## config.mk

```make
export PLATFORM = sky130hd
export DESIGN_NAME = hazard_ctrl
export DESIGN_NICKNAME = d
export VERILOG_FILES = /design/src/rtl/hazard_pkg.sv /design/src/rtl/hazard_scoreboard.sv /design/src/rtl/hazard_ctrl.sv
export SDC_FILE = /design/constraint.sdc
export NUM_CORES = 1
export LEC_CHECK = 0
export CAP_MARGIN = 10
export CORE_MARGIN = 3
export CORE_UTILIZATION = 25
export CTS_CLUSTER_DIAMETER = 40
export DETAILED_ROUTE_END_ITERATION = 6
export HOLD_SLACK_MARGIN = 0.06
export MAX_ROUTING_LAYER = met4
export SYNTH_ARGS = -nofsm -noshare
export SYNTH_HDL_FRONTEND = slang
export SYNTH_SLANG_ARGS = --single-unit
```

## constraint.sdc

```tcl
create_clock -name clk -period 3.57 [get_ports clk]
set_input_delay 1.071 -clock clk [delete_from_list [all_inputs] [get_ports clk]]
set_output_delay 1.071 -clock clk [all_outputs]
set_load 0.02 [all_outputs]
```

## src/rtl/hazard_pkg.sv

```systemverilog
// Shared constants for the hazard controller: FSM encoding, default sizing
// and scoreboard counter width.
package hazard_pkg;
    localparam logic [1:0] RUN    = 2'b00;
    localparam logic [1:0] DRAIN  = 2'b01;
    localparam logic [1:0] HALTED = 2'b10;

    localparam int NREG_DEF    = 8;
    localparam int WB_DIST_DEF = 3;
    localparam int CNT_W       = $clog2(WB_DIST_DEF + 1);
endpackage

```

## src/rtl/hazard_scoreboard.sv

```systemverilog
// Per-register pending-write countdown. A load reloads the full write-back
// distance (overriding any decrement); freeze holds every counter.
module hazard_scoreboard
    import hazard_pkg::*;
#(
    parameter int NREG    = NREG_DEF,
    parameter int WB_DIST = WB_DIST_DEF
) (
    input  logic            clk,
    input  logic            rst,
    input  logic            freeze,
    input  logic            load_en,
    input  logic [2:0]      load_idx,
    output logic [NREG-1:0] pend_vec
);
    localparam int CW = $clog2(WB_DIST + 1);

    logic [NREG-1:0][CW-1:0] r_cnt;

    always_ff @(posedge clk) begin
        if (rst) begin
            r_cnt <= '0;
        end else if (!freeze) begin
            for (int r = 0; r < NREG; r++) begin
                if (load_en && (load_idx == 3'(r)))
                    r_cnt[r] <= CW'(WB_DIST);
                else if (r_cnt[r] != '0)
                    r_cnt[r] <= r_cnt[r] - CW'(1);
            end
        end
    end

    always_comb begin
        pend_vec = '0;
        for (int r = 0; r < NREG; r++)
            pend_vec[r] = (r_cnt[r] != '0);
    end
endmodule

```

## src/rtl/hazard_ctrl.sv

```systemverilog
// Decode-side sequencing: RAW stall, taken-branch squash, memory freeze and
// HALT drain. Optional perf counters enabled by HAZ_PERF_CNT_EN.
module hazard_ctrl
    import hazard_pkg::*;
#(
    parameter int NREG    = NREG_DEF,
    parameter int WB_DIST = WB_DIST_DEF
) (
    input  logic            clk,
    input  logic            rst,
    input  logic            id_valid,
    input  logic [2:0]      id_rs,
    input  logic            id_rs_used,
    input  logic [2:0]      id_rt,
    input  logic            id_rt_used,
    input  logic [2:0]      id_rd,
    input  logic            id_reg_wrt,
    input  logic            id_halt,
    input  logic            ex_br_taken,
    input  logic            mem_busy,
    output logic            stall,
    output logic            bubble,
    output logic            flush,
    output logic            halted,
`ifdef HAZ_PERF_CNT_EN
    output logic [15:0]     stall_cycles,
    output logic [15:0]     flush_count,
`endif
    output logic [NREG-1:0] pend_vec
);
    logic [1:0] r_state;
    logic [1:0] w_next;
    logic       w_hazard;
    logic       w_issue;

    assign w_hazard = id_valid & ((id_rs_used & pend_vec[id_rs]) |
                                  (id_rt_used & pend_vec[id_rt]));
    assign w_issue  = (r_state == RUN) & ~mem_busy & ~ex_br_taken & ~w_hazard &
                      id_valid & ~id_halt;

    hazard_scoreboard #(.NREG(NREG), .WB_DIST(WB_DIST)) u_sb (
        .clk      (clk),
        .rst      (rst),
        .freeze   (mem_busy),
        .load_en  (w_issue & id_reg_wrt),
        .load_idx (id_rd),
        .pend_vec (pend_vec)
    );

    always_comb begin
        stall  = 1'b0;
        bubble = 1'b0;
        flush  = 1'b0;
        halted = 1'b0;
        w_next = r_state;
        if (!rst) begin
            case (r_state)
                RUN: begin
                    if (mem_busy) begin
                        stall = 1'b1;
                    end else if (ex_br_taken) begin
                        flush  = 1'b1;
                        bubble = 1'b1;
                    end else if (w_hazard) begin
                        stall  = 1'b1;
                        bubble = 1'b1;
                    end else if (id_halt) begin
                        stall  = 1'b1;
                        bubble = 1'b1;
                        w_next = DRAIN;
                    end
                end
                DRAIN: begin
                    // Memory stall still freezes ID/EX; otherwise feed bubbles until writes retire
                    stall  = 1'b1;
                    bubble = ~mem_busy;
                    if (!mem_busy && (pend_vec == '0))
                        w_next = HALTED;
                end
                default: begin
                    halted = 1'b1;
                    stall  = 1'b1;
                    bubble = 1'b1;
                end
            endcase
        end
    end

    always_ff @(posedge clk) begin
        if (rst) r_state <= RUN;
        else     r_state <= w_next;
    end

`ifdef HAZ_PERF_CNT_EN
    logic [15:0] r_stall_cycles;
    logic [15:0] r_flush_count;

    always_ff @(posedge clk) begin
        if (rst) begin
            r_stall_cycles <= '0;
            r_flush_count  <= '0;
        end else begin
            if (stall && (r_state == RUN) && (r_stall_cycles != 16'hFFFF))
                r_stall_cycles <= r_stall_cycles + 16'd1;
            if (flush && (r_flush_count != 16'hFFFF))
                r_flush_count <= r_flush_count + 16'd1;
        end
    end

    assign stall_cycles = r_stall_cycles;
    assign flush_count  = r_flush_count;
`endif
endmodule
```

Word-level counts from Yosys, hierarchy flattened
Index checks and enable logic that the tools add are counted.
{ "op_classes": {"add_sub_neg": 8, "n_lt_le_gt_ge": 2, "n_eq_ne": 13, "muxes": 42, "bitwise_logic": 14, "n_reduce_logical": 40} }
{ "ops": {"columns": ["operator", "n"], "rows": [
  ["two-way mux 2 bit", 21],
  ["nonzero test 2 bit", 17],
  ["two-way mux 1 bit", 17],
  ["AND reduction 2 bit", 8],
  ["subtractor 2 x 1 -> 2 bit, second input constant", 8],
  ["equality test 3 bit, second input constant", 4],
  ["inequality test 2 bit, second input constant", 5],
  ["bitwise AND 1 bit", 9],
  ["logical AND 1 bit", 9],
  ["logical NOT 8 bit", 1],
  ["< comparator 3 x 4 -> 1 bit, second input constant", 2],
  ["binary-select mux 1 bit (select 3 bit)", 2],
  ["equality test 3 x 2 -> 1 bit, second input constant", 2],
  ["AND reduction 6 bit", 1],
  ["NOT 1 bit", 4],
  ["one-hot mux 2 bit (2 select lines)", 1],
  ["equality test 3 x 1 -> 1 bit, second input constant", 1],
  ["logical NOT 3 bit", 1],
  ["equality test 2 x 1 -> 1 bit, second input constant", 1],
  ["logical NOT 2 bit", 1],
  ["one-hot mux 1 bit (2 select lines)", 1],
  ["OR reduction 2 bit", 1],
  ["logical NOT 1 bit", 1],
  ["OR 1 bit", 1]
]} }
{ "totals": {"reg_bits": 18, "word_cells": 128} }

Depth between registers and ports, before layout
{ "depth": {"ltp_word": 14, "depth_mapped": 8, "depth_no_buf": 7} }

Modules after synthesis
A second synthesis with hierarchy kept.
{ "hier_totals": {"hier_cells": 143, "area_unflattened_um2": 1285.0} }
{ "by_module_without_submodules": {"columns": ["mod", "n_inst", "cells_per_inst", "area_each_um2"], "rows": [
  ["hazard_scoreboard", 1, 103, 950.9],
  ["hazard_ctrl", 1, 40, 334.1]
]} }

Worst setup path before layout
No wires, ideal clock.
{ "synth_path": {"path_kind": "input-to-output", "from": "input id_rs[0]", "to": "output bubble", "t_arrival_ns": 2.492, "required_ns": 2.499, "slack_ns": 0.007, "path_stages": 5, "path_buffers": 0, "cell_sequence": "mux2_2 > a221oi_4 > a22o_2 > o41ai_1 > a21oi_1"} }
{ "synth_via": {"elab_chain_cells": 10} }
{ "synth_lines": {"columns": ["item", "line", "text"], "rows": [
  ["start: declaration", "hazard_ctrl.sv:12", "input logic [2:0] id_rs,"],
  ["binary-select mux 1 bit (select 3 bit)", "hazard_ctrl.sv:36", "assign w_hazard = id_valid & ((id_rs_used & pend_vec[id_rs]) |"],
  ["two-way mux 1 bit (not written as such)", "hazard_ctrl.sv:36", null],
  ["bitwise AND 1 bit", "hazard_ctrl.sv:36", null],
  ["OR 1 bit", "hazard_ctrl.sv:36", null],
  ["bitwise AND 1 bit", "hazard_ctrl.sv:36", null],
  ["two-way mux 1 bit", "hazard_ctrl.sv:64", "end else if (w_hazard) begin"],
  ["two-way mux 1 bit", "hazard_ctrl.sv:61", "end else if (ex_br_taken) begin"],
  ["two-way mux 1 bit", "hazard_ctrl.sv:59", "if (mem_busy) begin"],
  ["one-hot mux 1 bit (2 select lines)", "hazard_ctrl.sv:57", "case (r_state)"],
  ["two-way mux 1 bit", "hazard_ctrl.sv:56", "if (!rst) begin"],
  ["end: declaration", "hazard_ctrl.sv:22", "output logic bubble,"]
]} }
Every way passes these cells. The select of a mux whose other input is x is not followed.

Worst setup path in the final report
{ "layout_path": {"from": "input id_rt[2]", "to": "output bubble"} }
{ "layout_via": {"elab_chain_cells": 10} }
{ "layout_lines": {"columns": ["item", "line", "text"], "rows": [
  ["start: declaration", "hazard_ctrl.sv:14", "input logic [2:0] id_rt,"],
  ["binary-select mux 1 bit (select 3 bit)", "hazard_ctrl.sv:37", "(id_rt_used & pend_vec[id_rt]));"],
  ["two-way mux 1 bit (not written as such)", "hazard_ctrl.sv:37", null],
  ["bitwise AND 1 bit", "hazard_ctrl.sv:37", null],
  ["OR 1 bit", "hazard_ctrl.sv:36", null],
  ["bitwise AND 1 bit", "hazard_ctrl.sv:36", null],
  ["two-way mux 1 bit", "hazard_ctrl.sv:64", null],
  ["two-way mux 1 bit", "hazard_ctrl.sv:61", null],
  ["two-way mux 1 bit", "hazard_ctrl.sv:59", null],
  ["one-hot mux 1 bit (2 select lines)", "hazard_ctrl.sv:57", null],
  ["two-way mux 1 bit", "hazard_ctrl.sv:56", null]
]} }
Every way passes these cells. The select of a mux whose other input is x is not followed.

==> impl_metrics.json <==
{
  "outcome": "finished, final reports clean",
  "cts_tree": "yes",
  "cts.sinks": 18,
  "max_stage_delay_ns": 0.52,
  "drive_above_1_share": 0.1946,
  "avgSynthCellArea_um2": 8.066,
  "cp_max_fo": 3,
  "hold_violations": 0,
  "layout.cells.non_filler": 293,
  "initialDrtViolationCount": 51,
  "drv_cap": 0,
  "die_w_um": 82.00,
  "syn-num-nets": 205,
  "start_util": 0.2606,
  "clockBufferDepth": 2,
  "vias_per_cell": 4.928,
  "met2_length_um": 1691,
  "firstDrtPassIters": 4,
  "crit_path_end_kind": "output port",
  "wl_per_cell_um": 12.97,
  "synth_cells": 179,
  "synth-edff-count": 0,
  "synth_warnings": 0,
  "cts_hold_buf": 0,
  "cts-root-buf": "clkbuf_8",
  "portBuffers": 29,
  "crit_arrival_ns": 2.42,
  "crit_chain": "clkdlybuf4s15_1 > mux4_2 > nand2_2 > a22o_4 > o41ai_2 > a21oi_1 > buf_4",
  "die_area_mm2": 0.006723,
  "synth.top_cell.area_share": 0.2496,
  "maxSlewViolCount": 0,
  "place_hpwl_um": 3034,
  "crit_path_start_kind": "input port",
  "rows": 27,
  "p_total_mw": 0.4798,
  "syn_area_mm2": 0.001444,
  "synthFlopType": "dfxtp_1",
  "crit_slowest_cell": "mux4_2",
  "path_clk_slew_ns": 0.07,
  "cts_htree_levels": 1,
  "drc": 0,
  "netlist_top_cells_area": "dfxtp_1 (25%), a21oi_1 (7.6%), ha_1 (6.9%)",
  "seq_area_frac_synth": 0.2496,
  "fp.dieH_um": 82.00,
  "final_antenna_net_count": 0,
  "grt_setup_unrepaired": "false",
  "top_layer": "met4",
  "p_leak_nw": 0.8375,
  "worstMarginPinSlew_ns": 0.4207,
  "place_ws_ns": -0.8110,
  "path_class": "in -> out",
  "synthArstFlopShare": 0,
  "numCtsBuffers": 3,
  "post-route-period-util": 0.9779,
  "antenna_found_initial": 0,
  "ys_types": 42,
  "finalCriticalPeriod_ns": 3.491,
  "final_net_count": 249,
  "yosys.area.top_type": "dfxtp_1",
  "gp_congestion": 0.7834,
  "wl_met1_um": 1945,
  "dp.cells": 289,
  "ir_worst_vdd_mv": 0.1341,
  "tns_ns": 0,
  "p_per_area_mw_per_mm2": 243.2,
  "grt_max_degree": 18,
  "final_util": 0.3561,
  "relSlewSlack": 0.7169,
  "setup_viol": 0,
  "core_mm2": 0.005540,
  "area_growth_pct": 36.65,
  "met3_length_um": 143,
  "required_ns": 2.50,
  "setup_slack_ns": 0.07893,
  "vias": 1444,
  "wirelength_um": 3799,
  "fmax_mhz": 286.4,
  "clock_latency_ns": 0.26,
  "grt_pass1_wl_um": 6596,
  "first_global_vias": 1363,
  "ios": 30,
  "synth-seq-cells": 18,
  "overflow": 0,
  "grt_usage": 0.1283,
  "n_antenna_cell": 0,
  "finClkSkew_ns": 0.008307,
  "hold_path.class": "reg -> reg"
}
==> report_power, final <==
group | switching (mW) | internal, mW
sequential | 0.00286 | 0.204
clock | 0.0753 | 0.0752
combinational | 0.0638 | 0.0585
total | 0.142 | 0.338
==> metrics by stage <==
step | instance area, um2 | hold slack (ns)
final | 1973 | 0.4892
after global routing | 1973 | 0.5253
after CTS | 1969 | 0.4936
after detailed placement | 1908 | 0.4834
after global placement | 1908 | 0.4762
after floorplan | 1444 | 0.4642
==> metal layers <==
layer,GRT usage,vias up
met5,-,-
met2,0.1979,34
met1,0.1756,664
met3,0.02632,2
li1,-,744
met4,0.01993,0
==> cell usage after synthesis, types with 2 or more instances <==
master / instances
nor3_2: 2
a22oi_1: 2
and3_1: 5
ha_1: 8
nand2_1: 16
nor2_1: 10
clkbuf_1: 2
a221oi_4: 2
o21a_1: 6
a211oi_1: 7
nand4b_1: 3
a221oi_1: 6
nand3_1: 8
buf_1: 2
mux2_2: 4
nand4_1: 3
nor2b_1: 4
a221oi_2: 2
inv_1: 26
dfxtp_1: 18
a21oi_1: 22
==> layout make-up <==
cell class | count | area, um2
clock buffers | 3 | 41.29
flip-flops and latches | 18 | 360.3
inverters | 26 | 97.59
well taps | 72 | 90.09
repair buffers | 46 | 396.6
multi-input cells | 128 | 987.2
fillers | 588 | 3567
==> critical path, delay by kind of cell <==
kind                   cells  cell delay (ns)
muxes                      1             0.52
buffers and inverters      2             0.40
AOI/OAI and AO/OA          3             0.33
and+or+nand+nor            1             0.10
==> logic make-up after synthesis <==
kind of cell,Yosys count,synth area share
flip-flops,18,0.2496
buffers and inverters,33,0.09272
adder cells (fa/ha/maj),8,0.06933
AND/OR/NAND/NOR,59,0.2201
AO/OA/AOI/OAI,55,0.3033
multiplexers,6,0.06499
==> final timing paths <==
path,start,endpoint,slack [ns],depth (start not counted)
max,id_rt[2],bubble,0.08,7
min reg2reg,u_sb.r_cnt[9],u_sb.r_cnt[9],0.49,2
min,u_sb.r_cnt[9],u_sb.r_cnt[9],0.49,2
max reg2reg,u_sb.r_cnt[4],u_sb.r_cnt[6],1.42,9
==> cell usage in the layout (no fill, tap or decap), types with 2 or more instances in the layout <==
| cell | instances |
|---|---|
| nand2_1 | 15 |
| a22oi_1 | 2 |
| a21oi_1 | 22 |
| nor3_2 | 2 |
| ha_1 | 8 |
| nand4b_1 | 3 |
| buf_2 | 2 |
| and3_1 | 5 |
| a221oi_4 | 2 |
| nor2_1 | 10 |
| dfxtp_1 | 18 |
| buf_4 | 19 |
| a221oi_1 | 6 |
| clkdlybuf4s50_1 | 19 |
| a221oi_2 | 2 |
| inv_1 | 26 |
| clkbuf_8 | 3 |
| o21a_1 | 6 |
| a211oi_1 | 7 |
| nand4_1 | 3 |
| mux2_4 | 4 |
| dlygate4sd2_1 | 5 |
| nor2b_1 | 3 |
| nand3_1 | 8 |
==> sequential cells by signal, indices dropped and copies added, names as in the netlist <==
| register | cells |
|---|---|
| r_state | 2 |
| u_sb.r_cnt | 16 |
==> timing repair <==
item / CTS / global route
pin swaps: 2 / 4
resized for setup: 31 / 3
buffers inserted: 1 / 0
endpoints found under the setup margin: 3 / 2
hold endpoints to repair: 0 / 0
Note: power is estimated with default switching activity, not from simulation.
==> edit, RTL diff (same flow settings) <==
Build with the macro `HAZ_PERF_CNT_EN` defined.
--- a/src/rtl/hazard_ctrl.sv
+++ b/src/rtl/hazard_ctrl.sv
@@ -1,5 +1,7 @@
 // Decode-side sequencing: RAW stall, taken-branch squash, memory freeze and
 // HALT drain. Optional perf counters enabled by HAZ_PERF_CNT_EN.
+`define HAZ_PERF_CNT_EN
+
 module hazard_ctrl
     import hazard_pkg::*;
 #(
Check against the original RTL (old outputs only; new: flush_count and stall_cycles): equivalent (equiv_simple and equiv_induct, registers matched by name and starting in step).
==> edit against the original RTL <==
Sequential power rose to 3.0 times the old value; sequential cell count up 32; total power rose to 3.8 times the old value; sequential share of layout area up 5.9 points; critical path depth unchanged; worst setup slack worse by 0.28 ns; area after synthesis up 97%; core utilization up 2.0 points; design area up 110%; critical path type unchanged; the flow now finishes with violations (negative setup slack); routed wire length up 110%; count of clock-buffer cells in the layout up 2.
==> edit: results (changes against the original RTL) <==
routed via count 2887 (+100%); pre-CTS setup slack -1.21 ns (-0.401 ns); largest net degree at the start of global routing 44 (+26); placer congestion estimate 0.817 (+4.3%); Synthesized Nets 376 (+83%); FILL cells 1120 (+90%); global-route wire length before repair 13.3 mm (+100%); Synth Register Bits 50 (+32); Non-CTS buffers 107 (+130%); Flop pwr share 0.343 (-0.089); Seq/Total Area, Yosys 0.352 (+0.103); invs w/o clock 31 (+19%); Post-synth top cells dfxtp_1 (50), nor2_1 (34), inv_1 (31), nand2_1 (24), a21oi_1 (23); WL met3 357 um (+150%); buffering overhead 0.230 (+0.0292); setup_tns -0.378 ns (-0.378 ns); vias in the first global route 2718 (+99%); violated checks negative setup slack; share of cells above drive strength 1 0.171 (-0.0231); WL met1 3.90 mm (+100%); metal2 WL 3.71 mm (+120%); Post-DP Area 3950 um^2 (+110%); Critical path origin id_rs[1]; worst-margin pin slew 0.609 ns (+0.188 ns); number of setup violations in the final report 2 (+2); drt total wl 8.05 mm (+110%); setup ws final -0.200 ns (-0.279 ns); multi-input logic area 1750 um^2 (+77%); internal power 1.23 mW (+260%); Reg area 1000 um^2 (+180%); Yosys cell types 45 (+7.1%); Logic pwr share 0.399 (+0.144); iteration-0 DRC count of the detailed router 163 (+220%); status finished, violations left; root buffer cell clkbuf_16; multiplexer share of the synthesized area 0.0498 (-0.0152); end of the critical path stall; sw frac 0.327 (+0.0315); nets 477 (+92%)
edit: cell types whose count changed after synthesis, moves of 8 or more:
| cell | unedited run | this run |
|---|---|---|
| or4_1 | 1 | 12 |
| nand2_1 | 16 | 24 |
| o21ai_0 | 1 | 13 |
| nor2_1 | 10 | 34 |
| nand3_1 | 8 | 20 |
| xor2_1 | 0 | 13 |
| clkbuf_1 | 2 | 12 |
| dfxtp_1 | 18 | 50 |
edit: layer usage:
metal  track usage  vias up
li1              -     1468
met1         0.172     1347
met2         0.204       66
met3        0.0259        6
met4        0.0272        0
met5             -        -
edit: critical path: stages:
cell	delay, ns
buf_8	0.11
mux2_4	0.29
mux4_2	0.52
o32ai_4	0.19
nor2_2	0.09
a311oi_4	0.26
buf_6	0.17
edit: what timing repair did:
action | in CTS | in global routing
pin swaps | 4 | 3
endpoints found under the hold margin | 0 | 0
setup endpoints to repair | 3 | 2
buffers inserted | 1 | 1
resized for setup | 33 | 4
